==> src/rtl/mem_access_unit.sv <==
// ---------------------------------------------------------------------------
// mem_access_unit
//   Initiator for a single-port block RAM with a 1-cycle registered read
//   (en/we/rst/addr/di/dout). It takes load/store requests from the core's
//   MEM stage and issues word-addressed RAM cycles.
//   - Byte, half and word accesses. Lanes are little-endian.
//   - Loads are sign- or zero-extended.
//   - The RAM has only a full-word write enable, so sub-word stores use a
//     read-modify-write sequence.
//   - Only one operation is in flight at a time.
//
// Optional feature (macro MAU_MISALIGN_CHECK_EN):
//   defined   : a misaligned half or word access is accepted but issues no
//               RAM cycle. The next cycle gives resp_valid=1, resp_err=1 and
//               resp_rdata=0.
//   undefined : resp_err is always 0. Misaligned halves and words are
//               aligned down.
//
// Ports
//   clk, rst            clock; synchronous active-high reset
//   req_valid/ready     request handshake (ready only in IDLE, not in reset)
//   req_we              1=store, 0=load
//   req_size            00=byte, 01=half, 1x=word
//   req_unsigned        loads: 1=zero-extend, 0=sign-extend
//   req_addr            byte address
//   req_wdata           store data, LSB-aligned
//   resp_valid          one-cycle completion pulse (no backpressure)
//   resp_rdata          extended load data, 0 for stores
//   resp_err            misaligned-access flag
//   ram_en/we/rst       RAM controls (ram_rst tied low)
//   ram_addr            req_addr & ADDR_MASK
//   ram_di, ram_dout    RAM write / read data
// ---------------------------------------------------------------------------
module mem_access_unit #(
  parameter logic [31:0] ADDR_MASK = 32'h000F_FFFC
) (
  input  logic        clk,
  input  logic        rst,
  input  logic        req_valid,
  output logic        req_ready,
  input  logic        req_we,
  input  logic [1:0]  req_size,
  input  logic        req_unsigned,
  input  logic [31:0] req_addr,
  input  logic [31:0] req_wdata,
  output logic        resp_valid,
  output logic [31:0] resp_rdata,
  output logic        resp_err,
  output logic        ram_en,
  output logic        ram_we,
  output logic        ram_rst,
  output logic [31:0] ram_addr,
  output logic [31:0] ram_di,
  input  logic [31:0] ram_dout
);

  typedef enum logic [1:0] {
    S_IDLE  = 2'd0,
    S_RD    = 2'd1,
    S_MERGE = 2'd2
  } state_t;

  state_t      state_q, state_d;

  // Request fields latched on accept
  logic [31:0] addr_q;
  logic [1:0]  size_q;
  logic        uns_q;
  logic [15:0] wdata_q;

  logic        resp_valid_q, resp_valid_d;
  logic [31:0] resp_rdata_q, resp_rdata_d;
  logic        resp_err_q, resp_err_d;

  logic        accept;
  logic        misalign;

  // Select the addressed lane from a RAM word and extend it to 32 bits.
  // For halves only lo[1] matters; words ignore lo.
  function automatic logic [31:0] load_extend(
    input logic [31:0] word,
    input logic [1:0]  lo,
    input logic [1:0]  size,
    input logic        uns
  );
    logic [7:0]  b;
    logic [15:0] h;
    logic [31:0] r;
    case (lo)
      2'd0:    b = word[7:0];
      2'd1:    b = word[15:8];
      2'd2:    b = word[23:16];
      default: b = word[31:24];
    endcase
    h = lo[1] ? word[31:16] : word[15:0];
    case (size)
      2'b00:   r = uns ? {24'h0, b} : {{24{b[7]}}, b};
      2'b01:   r = uns ? {16'h0, h} : {{16{h[15]}}, h};
      default: r = word;
    endcase
    return r;
  endfunction

  // Replace the addressed byte or half of the old word with new store data.
  function automatic logic [31:0] merge_lane(
    input logic [31:0] word,
    input logic [15:0] wdata,
    input logic [1:0]  lo,
    input logic [1:0]  size
  );
    logic [31:0] m;
    m = word;
    if (size == 2'b00) begin
      case (lo)
        2'd0:    m[7:0]   = wdata[7:0];
        2'd1:    m[15:8]  = wdata[7:0];
        2'd2:    m[23:16] = wdata[7:0];
        default: m[31:24] = wdata[7:0];
      endcase
    end else if (lo[1]) begin
      m[31:16] = wdata;
    end else begin
      m[15:0] = wdata;
    end
    return m;
  endfunction

  assign req_ready = (state_q == S_IDLE) && !rst;
  assign accept    = req_valid && req_ready;

`ifdef MAU_MISALIGN_CHECK_EN
  assign misalign = ((req_size == 2'b01) && req_addr[0]) ||
                    (req_size[1] && (req_addr[1:0] != 2'b00));
`else
  assign misalign = 1'b0;
`endif

  // ---- FSM state register ----
  always_ff @(posedge clk) begin
    if (rst) state_q <= S_IDLE;
    else     state_q <= state_d;
  end

  // ---- FSM next state ----
  always_comb begin
    state_d = state_q;
    case (state_q)
      S_IDLE: begin
        if (accept && !misalign) begin
          if (!req_we)          state_d = S_RD;
          else if (!req_size[1]) state_d = S_MERGE;
        end
      end
      S_RD:    state_d = S_IDLE;
      S_MERGE: state_d = S_IDLE;
      default: state_d = S_IDLE;
    endcase
  end

  // ---- FSM outputs: RAM cycle and next response ----
  always_comb begin
    ram_en       = 1'b0;
    ram_we       = 1'b0;
    ram_di       = 32'h0;
    ram_addr     = ((state_q == S_IDLE) ? req_addr : addr_q) & ADDR_MASK;
    resp_valid_d = 1'b0;
    resp_rdata_d = 32'h0;
    resp_err_d   = 1'b0;
    case (state_q)
      S_IDLE: begin
        if (accept) begin
          if (misalign) begin
            resp_valid_d = 1'b1;
            resp_err_d   = 1'b1;
          end else begin
            // Load and sub-word store both read here. Only a word store
            // writes directly.
            ram_en = 1'b1;
            if (req_we && req_size[1]) begin
              ram_we       = 1'b1;
              ram_di       = req_wdata;
              resp_valid_d = 1'b1;
            end
          end
        end
      end
      S_RD: begin
        resp_valid_d = 1'b1;
        resp_rdata_d = load_extend(ram_dout, addr_q[1:0], size_q, uns_q);
      end
      S_MERGE: begin
        ram_en       = 1'b1;
        ram_we       = 1'b1;
        ram_di       = merge_lane(ram_dout, wdata_q, addr_q[1:0], size_q);
        resp_valid_d = 1'b1;
      end
      default: ;
    endcase
    // A reset cycle must not touch the RAM. This also drops a pending merge
    // write.
    if (rst) begin
      ram_en = 1'b0;
      ram_we = 1'b0;
    end
  end

  assign ram_rst = 1'b0;

  // ---- Request capture (data only, no reset) ----
  always_ff @(posedge clk) begin
    if (accept) begin
      addr_q  <= req_addr;
      size_q  <= req_size;
      uns_q   <= req_unsigned;
      wdata_q <= req_wdata[15:0];
    end
  end

  // ---- Response register ----
  always_ff @(posedge clk) begin
    if (rst) begin
      resp_valid_q <= 1'b0;
      resp_rdata_q <= 32'h0;
      resp_err_q   <= 1'b0;
    end else begin
      resp_valid_q <= resp_valid_d;
      resp_rdata_q <= resp_rdata_d;
      resp_err_q   <= resp_err_d;
    end
  end

  assign resp_valid = resp_valid_q;
  assign resp_rdata = resp_rdata_q;
  assign resp_err   = resp_err_q;

endmodule

==> config.mk <==
export PLATFORM = sky130hd
export DESIGN_NAME = mem_access_unit
export DESIGN_NICKNAME = d
export VERILOG_FILES = /design/src/rtl/mem_access_unit.sv
export SDC_FILE = /design/constraint.sdc
export NUM_CORES = 1
export LEC_CHECK = 0
export CAP_MARGIN = 5
export CELL_PAD_IN_SITES_DETAIL_PLACEMENT = 1
export CELL_PAD_IN_SITES_GLOBAL_PLACEMENT = 1
export CORE_MARGIN = 1.5
export CORE_UTILIZATION = 31
export DETAILED_ROUTE_END_ITERATION = 8
export PLACE_DENSITY_LB_ADDON = 0.1
export SLEW_MARGIN = 20
export SYNTH_ARGS = -nofsm -noshare
export SYNTH_HDL_FRONTEND = slang
export SYNTH_SLANG_ARGS = --single-unit
==> constraint.sdc <==
create_clock -name clk -period 3.1 [get_ports clk]
set_clock_uncertainty 0.15 [all_clocks]
set_input_delay 0.62 -clock clk [delete_from_list [all_inputs] [get_ports clk]]
set_output_delay 0.62 -clock clk [all_outputs]
set_load 0.1 [all_outputs]
==> flow_summary.toml, run 1 <==
[setup_path]
cp.arrival_ns = 2.27
r2r_cells = 7
worstPathRequired_ns = 2.33
crit_path_max_fanout = 7
startpoint_type = "input port"
end_kind = "primary output"
worstSetupPathType = "input port to primary output"

[drt]
post_drt_wl_per_cell_um = 19.9
drtIter0Drc = 221
via_count = 4230
first_pass_iters = 5
viasPerCell = 5.24
routed_wirelength_mm = 16.1
ant_nets = 0
drc = 0

[sta]
finalHoldViolations = 0
grt_setup_unrepaired = "no"
fin_ws_ns = 0.0604
fin_crit_ns = 3.04
finalSetupViolations = 0
timing.fmax_ghz = 0.329
drv_slew = 0
tightest_slew_ns = 0.640
timing.slew.headroom = 0.571
period_share = 0.981
fin_setup_tns_ns = 0

[layout]
num-fill-cells = 1524
synthToLayoutAreaGrowth_pct = 59.9
final_layout_size_suffix_gt1_frac = 0.280
n_antenna_cell = 0
fin_area_um2 = 7180
postLayoutCoreUtil = 0.513
final_nets = 730

[grt]
track_usage = 0.216
grt_max_degree = 43
grt_first_pass_wirelength_mm = 24.6
grt-ovfl-total = 0
grt_pass1_vias = 4336
antenna_found_initial = 2

[floorplan]
die_area_um2 = 15200
start_util = 0.321
num_rows = 43
die-height_um = 123
coreArea_um2 = 14000
die_w_um = 123
pin_count = 205

[logic_synthesis]
synth-seq-cells = 74
synth_edf_count = 39
ys.flop_type = "edfxtp_1"
ys_seq_area_frac = 0.417
synth_compound_area_frac = 0.218
avgSynthCellArea_um2 = 9.70
yosys_warnings = 0
netlist_instances = 463
synthSimpleGateAreaFrac = 0.161
synth_top_family_by_area = "compound AO/OA/AOI/OAI gates"
yosys-mux-area-fraction = 0.108
syn_area_um2 = 4490
ys_async_sr_fraction = 0
synthAdderAreaFrac = 0.0111
ys_types = 44
synthXorXnorAreaFrac = 0

[clocking]
numClockSinks = 74
cts_tree = "yes"
clockBufferDepth = 2
clk_latency_ns = 0.35
clockRootBuffer = "clkbuf_16"
htreeDepth = 3
numCtsBuffers = 9
path_clk_slew_ns = 0.06

[power]
power.total_uw = 3270
ir_drop_v = 0.000303
p_per_area_nw_per_um2 = 455
cellLeakagePower_uw = 0.00275

[outcome]
outcome = "complete, no violations"

[place]
dpl.hpwl_mm = 12.2
port_buffers = 176
dp_slack_ns = 0.0533
place_area_um2 = 6900
gp_congestion = 0.778

[hold_path]
hold_path.class = "flip-flop to flip-flop"
hold_depth = 2

[flow_run]
maxCapViolCount = 0
-- worst max-delay path, cell delays in order --
cell	delay [ns]
clkdlybuf4s50_1	0.47
and4b_1	0.20
and2_1	0.24
buf_12	0.17
a221o_1	0.39
buf_12	0.18
-- logic make-up (layout without fill, tap and decap cells) --
kind of cell             count (synthesis)  in the layout
AND/OR/NAND/NOR                        125            125
flip-flops                              74             74
adder cells (fa/ha/maj)                  4              4
AO/OA/AOI/OAI                          141            141
other                                    1             16
buffers and inverters                   74            224
multiplexers                            44             44
-- worst paths after layout --
check | from | to | slack [ns]
max | rst | ram_di[21] | 0.06
min | state_q[0]$_SDFFE_PP0P_ | state_q[0]$_SDFFE_PP0P_ | 0.40
max reg2reg | state_q[1]$_SDFFE_PP0P_ | wdata_q[11]$_DFFE_PN_ | 0.81
min reg2reg | state_q[0]$_SDFFE_PP0P_ | state_q[0]$_SDFFE_PP0P_ | 0.40
-- report_power, final --
| part | total [µW] | switching (µW) | internal (µW) |
|---|---|---|---|
| combinational | 1200 | 780 | 420 |
| clock | 976 | 420 | 556 |
| sequential | 1090 | 18.9 | 1070 |
| total | 3270 | 1220 | 2050 |
-- repair_timing --
item,CTS,global route
endpoints found under the hold margin,0,0
gates resized for setup,0,1
endpoints found under the setup margin,10,8
hold buffers,0,0
setup buffers,1,0
-- cells in the final DEF (no fill, tap or decap), types with 16 or more instances in the layout --
cell,instances
edfxtp_1,39
clkdlybuf4s50_1,90
mux2_2,36
conb_1,16
a21oi_1,25
buf_12,56
o21ai_0,16
and3b_1,16
dfxtp_1,34
o211ai_1,41
nand2_1,41
a31oi_1,17
buf_4,50
-- layer usage --
metal	routed length, µm	GRT usage
met2	7810	0.357
met3	1150	0.0595
met1	6810	0.269
met5	0	0
met4	326	0.0848
-- metrics by stage --
stage,instances,hold WS [ns]
finish,808,0.398
global route,808,0.420
CTS,808,0.396
detailed placement,791,0.381
global placement,791,0.358
floorplan,478,0.343
-- layout make-up --
| type | count | area, µm² | share of cell area |
|---|---|---|---|
| repair buffers | 196 | 2400 | 0.334 |
| multi-input cells | 330 | 2360 | 0.329 |
| flip-flops and latches | 74 | 1870 | 0.261 |
| clock buffers | 10 | 239 | 0.0333 |
| well taps | 180 | 225 | 0.0314 |
| inverters | 12 | 48.8 | 0.00680 |
| clock inverters | 6 | 32.5 | 0.00453 |
-- cells in the mapped netlist (2+ instances only) --
library cell	n	share of area
a31oi_1	17	0.024
buf_1	3	0.0025
and2_1	9	0.013
mux2_2	36	0.090
nand2b_1	6	0.0084
a22o_1	8	0.016
buf_2	13	0.014
nand3b_1	8	0.013
a211oi_1	9	0.015
nor3_1	2	0.0022
nand2_1	41	0.034
and3b_1	16	0.031
mux2i_1	8	0.018
a21oi_1	25	0.028
nor2_1	5	0.0042
o2bb2ai_1	8	0.016
buf_6	3	0.0075
o21ai_0	16	0.018
and3_1	8	0.011
o211ai_1	41	0.069
dfxtp_1	35	0.16
ha_1	4	0.011
buf_4	16	0.027
edfxtp_1	39	0.26
inv_1	11	0.0092
nand3_1	9	0.010
a22oi_1	7	0.012
clkbuf_1	27	0.023
a221o_1	7	0.016
nor2b_1	11	0.015
nand4_1	2	0.0028
-- sequential cells by signal, indices dropped and copies added (netlist names) --
name,cells
resp_rdata,32
addr_q,20
state_q,2
wdata_q,16
uns_q,1
resp_valid,1
size_q,2
(Power assumes the default switching activity.)
==> inputs of run 2 (changes only) <==
==> constraint.sdc (replaced) <==
create_clock -name clk -period 3.1 [get_ports clk]
set_clock_uncertainty 0.15 [all_clocks]
set_input_delay 0.62 -clock clk [delete_from_list [all_inputs] [get_ports clk]]
set_output_delay 0.62 -clock clk [all_outputs]
set_load 0.005 [all_outputs]
==> run 2 against run 1 <==
  * Largest cell class is now multi-input combinational cells
  * Critical path depth stayed put
  * Clock power is 2.9% lower
  * Flip-flop and latch count stayed put
  * Worst hold slack better by 0.012 ns
  * Cell area decreased by 5.2%
  * Power is 20% lower
  * Fmax grew 0.29%
  * Routed wire length is 1.5% higher
==> flow_summary.toml, run 2 (same netlist as run 1, synthesis figures left out) <==
[outcome]
outcome = "complete, no violations"

[power]
power.total_uw = 2610
cellLeakagePower_uw = 0.00278
ir_drop_v = 0.000326
p_per_area_nw_per_um2 = 383

[layout]
num-fill-cells = 1591
final_nets = 748
n_antenna_cell = 0
stdcell_count = 825
final_common_cell = "clkdlybuf4s50_1"
postLayoutCoreUtil = 0.487
final_layout_size_suffix_gt1_frac = 0.153
largest_reg_flops = 32
synthToLayoutAreaGrowth_pct = 51.6
most-common-layout-cells = "clkdlybuf4s50_1, nand2_1, o211ai_1, edfxtp_1, mux2_2"

[floorplan]
num_rows = 43
coreArea_um2 = 14000
pin_count = 205
die_w_um = 123
die_area_um2 = 15200
start_util = 0.321
die-height_um = 123

[grt]
grt_max_degree = 36
track_usage = 0.221
grt-ovfl-total = 0
antenna_found_initial = 0
grt_pass1_vias = 4443
grt_first_pass_wirelength_mm = 24.8

[clocking]
hold_buffers = 0
cts_tree = "yes"
clockBufferDepth = 2
numCtsBuffers = 9
clockRootBuffer = "clkbuf_16"
numClockSinks = 74
path_clk_slew_ns = 0.05
htreeDepth = 3
clk_latency_ns = 0.35

[sta]
finalHoldViolations = 0
fin_crit_ns = 3.03
grt_setup_unrepaired = "no"
timing.fmax_ghz = 0.330
period_share = 0.978
drv_slew = 0
finalSetupViolations = 0
timing.slew.headroom = 0.549
whs_ns = 0.410
tightest_slew_ns = 0.673

[setup_path]
cpMaxStageDelayCell = "clkdlybuf4s50_1"
path_common_cell = "clkdlybuf4s50_1"
cp_slowest_stage_delay_ns = 0.54
crit_chain = "clkdlybuf4s50_1 > and4b_1 > buf_6 > nand3_1 > o211ai_1 > clkdlybuf4s50_1"
cp.buffers_inverters = 3
worstSetupPathType = "input port to primary output"
cp.arrival_ns = 2.26
startpoint_type = "input port"
end_kind = "primary output"
reg2reg_from = "addr_q[1]$_DFFE_PN_"
r2r_setup_slack_ns = 0.64
worstPathRequired_ns = 2.33
crit_family = "buffers and inverters"
startpoint = "req_size[1]"
crit_path_max_fanout = 10

[drt]
drc = 0
routed_wirelength_mm = 16.3
viasPerCell = 5.19
drtIter0Drc = 229
post_drt_wl_per_cell_um = 19.8
first_pass_iters = 4
via_count = 4282
ant_nets = 0

[place]
gp_congestion = 0.845
dpl.hpwl_mm = 12.3
placed_cells = 803
port_buffers = 176

[flow_run]
maxCapViolCount = 0

[hold_path]
hp-start = "state_q[1]$_SDFFE_PP0P_"
hold_path.class = "flip-flop to flip-flop"
==> run 2: tightest hold or removal path: stages (launching register included) <==
cell and delay (ns):
dfxtp_1 0.32, inv_1 0.11, a211oi_1 0.08
==> run 2: path summary, 6_finish.rpt <==
| check | depth (start not counted) | endpoint |
|---|---|---|
| setup reg to reg | 5 | resp_rdata[18]$_SDFF_PP0_ |
| setup / recovery | 6 | ram_di[2] |
| hold / removal | 2 | state_q[1]$_SDFFE_PP0P_ |
| hold reg to reg | 2 | state_q[1]$_SDFFE_PP0P_ |
==> run 2: cell type report <==
type                       count  area, µm²  share of cell area
clock inverter                 4       20.0             0.00294
inverter                      12       46.3             0.00680
tap                          180        225              0.0331
timing repair buffer         214       2090               0.307
sequential                    74       1870               0.275
multi-input combinational    330       2320               0.340
clock buffer                  11        236              0.0347
==> run 2: stage by stage <==
stage          worst slack, ns  cell area, µm²  TNS (ns)
2_1_floorplan            0.678            4550         0
3_3_place_gp            -0.186            6450     -3.15
3_5_place_dp            -0.202            6450     -3.59
4_1_cts                -0.0326            6730    -0.201
5_1_grt                0.00713            6810         0
6_report                0.0691            6810         0
==> run 2: what timing repair did <==
| action | in CTS | in global routing |
|---|---|---|
| resized for setup | 24 | 16 |
| endpoints found under the hold margin | 0 | 0 |
| endpoints found under the setup margin | 32 | 19 |
| buffers inserted | 1 | 5 |
| pin swaps | 1 | 1 |
| cloned | 1 | 0 |
==> run 2: power by group <==
group	switching, µW	internal (µW)	total, µW	leakage [µW]
sequential	19.5	1070	1090	0.000646
combinational	248	317	565	0.00200
clock	407	541	948	0.000132
==> run 2: layer usage <==
metal  global-route usage  part of all wire  up-vias
met5                    0                 0        -
met2                0.372              0.49      155
met4               0.0496             0.011        0
met3               0.0752             0.079       10
li1                     -                 -     2056
met1                0.272              0.42     2061
==> inputs of run 3 (changes only) <==
--- a/config.mk
+++ b/config.mk
@@ -10,6 +10,7 @@
 export CELL_PAD_IN_SITES_GLOBAL_PLACEMENT = 1
 export CORE_MARGIN = 1.5
 export CORE_UTILIZATION = 31
+export CTS_BUF_LIST = sky130_fd_sc_hd__clkbuf_2 sky130_fd_sc_hd__clkbuf_4 sky130_fd_sc_hd__clkbuf_8
 export DETAILED_ROUTE_END_ITERATION = 8
 export PLACE_DENSITY_LB_ADDON = 0.1
 export SLEW_MARGIN = 20
==> run 3 against run 2 <==
  * Worst hold slack worse by 0.012 ns
  * Via count up 0.54%
  * Largest cell class unchanged
  * Cell count up 0.36%
  * Flip-flop and latch count unchanged
  * Largest power group unchanged
  * Combinational power about the same
==> flow_summary.toml, run 3 (same netlist as run 1, synthesis figures left out) <==
[outcome]
outcome = "complete, no violations"

[power]
clkPwrFrac = 0.290
seqPwrFrac = 0.467
p_sw_uw = 647
combPwrFrac = 0.243
power.total_uw = 2340
ir_drop_v = 0.000282
cellLeakagePower_uw = 0.00273
p_per_area_nw_per_um2 = 347
power.internal_uw = 1690
switching_share = 0.277

[clocking]
cts_tree = "yes"
numClockSinks = 74
clockRootBuffer = "clkbuf_8"
path_clk_slew_ns = 0.07
numCtsBuffers = 9
clockBufferDepth = 2
clk_latency_ns = 0.38
htreeDepth = 3

[sta]
timing.slew.headroom = 0.559
period_share = 0.987
tightest_slew_ns = 0.659
grt_setup_unrepaired = "yes"
drv_slew = 0
timing.fmax_ghz = 0.327
finalSetupViolations = 0
finalHoldViolations = 0
fin_crit_ns = 3.06
whs_ns = 0.398

[setup_path]
crit_path_end = "ram_di[8]"
cp.arrival_ns = 2.29
critical_path_depth = 6
path_common_cell = "clkdlybuf4s50_1"
end_kind = "primary output"
r2r_setup_slack_ns = 0.69
cp.buffers_inverters = 3
startpoint_type = "input port"
cp_slowest_stage_delay_ns = 0.51
startpoint = "req_size[1]"
rr_endpoint = "resp_rdata[18]$_SDFF_PP0_"
worstPathRequired_ns = 2.33
worstSetupPathType = "input port to primary output"
crit_chain = "clkdlybuf4s50_1 > and4b_1 > and2_4 > buf_8 > a22o_1 > clkdlybuf4s50_1"
reg2reg_from = "addr_q[1]$_DFFE_PN_"
cpMaxStageDelayCell = "clkdlybuf4s50_1"
crit_family = "buffers and inverters"
crit_path_max_fanout = 5
r2r_cells = 5

[floorplan]
num_rows = 43
pin_count = 205
coreArea_um2 = 14000
die_w_um = 123
die_area_um2 = 15200
die-height_um = 123
start_util = 0.321

[drt]
drtIter0Drc = 237
routed_wirelength_mm = 16.3
post_drt_wl_per_cell_um = 19.7
viasPerCell = 5.20
drc = 0
wl_met2_mm = 7.91
topRoutingLayerUsed = "met4"
wl_met1_mm = 6.91
via_count = 4305
wl_met3_mm = 1.22
ant_nets = 0
first_pass_iters = 4

[layout]
n_antenna_cell = 0
synthToLayoutAreaGrowth_pct = 49.9
most-common-layout-cells = "clkdlybuf4s50_1, nand2_1, o211ai_1, edfxtp_1"
largest_reg_flops = 32
final_common_cell = "clkdlybuf4s50_1"
final_nets = 751
final_layout_size_suffix_gt1_frac = 0.159
num-fill-cells = 1601

[place]
port_buffers = 176
dpl.hpwl_mm = 12.3
gp_congestion = 0.845

[grt]
grt_max_degree = 36
antenna_found_initial = 0
grt-ovfl-total = 0
grt_pass1_vias = 4432
grt_first_pass_wirelength_mm = 24.8
track_usage = 0.220

[hold_path]
hold_path.class = "flip-flop to flip-flop"

[flow_run]
maxCapViolCount = 0
run 3: what timing repair did:
item / in CTS / in global routing
hold buffers: 0 / 0
pin swaps: 2 / 1
gates resized for setup: 26 / 15
endpoints found under the setup margin: 33 / 18
cloned: 1 / 0
setup buffers: 2 / 7
run 3: area by class of cell:
class	count	area, µm²	share of cell area
clock buffers	11	139	0.0206
flip-flops and latches	74	1870	0.278
well taps	180	225	0.0335
multi-input cells	330	2310	0.344
repair buffers	217	2110	0.314
clock inverters	4	20.0	0.00297
inverters	12	47.5	0.00706
run 3: power groups by stage:
stage	clock network, µW	logic (µW)	registers (µW)
2_1_floorplan	0	244	1110
3_3_place_gp	0	557	1110
3_5_place_dp	0	566	1110
4_1_cts	705	568	1090
5_1_grt	731	613	1100
6_report	678	568	1090
run 3: worst min-delay path by stage:
stage | from | end | slack, ns | depth (start not counted)
finish | state_q[0]$_SDFFE_PP0P_ | state_q[0]$_SDFFE_PP0P_ | 0.40 | 2
global placement | state_q[1]$_SDFFE_PP0P_ | state_q[1]$_SDFFE_PP0P_ | 0.37 | 2
CTS | state_q[0]$_SDFFE_PP0P_ | state_q[0]$_SDFFE_PP0P_ | 0.41 | 2
global route | state_q[0]$_SDFFE_PP0P_ | state_q[0]$_SDFFE_PP0P_ | 0.42 | 2
detailed placement | state_q[1]$_SDFFE_PP0P_ | state_q[1]$_SDFFE_PP0P_ | 0.41 | 2
floorplan | state_q[1]$_SDFFE_PP0P_ | state_q[1]$_SDFFE_PP0P_ | 0.35 | 2
run 3: per-layer routing:
| layer | track usage | vias to the layer above |
|---|---|---|
| met4 | 0.0611 | 0 |
| met3 | 0.0715 | 19 |
| met5 | 0 | - |
| li1 | - | 2058 |
| met2 | 0.368 | 140 |
| met1 | 0.271 | 2088 |
run 3: through the flow:
| step | area (µm²) | util | setup slack, ns | setup TNS (ns) | std cells |
|---|---|---|---|---|---|
| floorplan | 4550 | - | 0.678 | 0 | 478 |
| global placement | 6450 | 0.461 | -0.186 | -3.15 | 803 |
| detailed placement | 6450 | 0.461 | -0.202 | -3.59 | 803 |
| CTS | 6640 | 0.475 | 0.0000722 | 0 | 821 |
| global route | 6730 | 0.481 | -0.0131 | -0.0131 | 828 |
| finish | 6730 | 0.481 | 0.0411 | 0 | 828 |
run 3: tightest hold or removal path: stages (launching register included):
cell and delay (ns):
dfxtp_2 0.34, a21oi_1 0.12, nor2_1 0.05
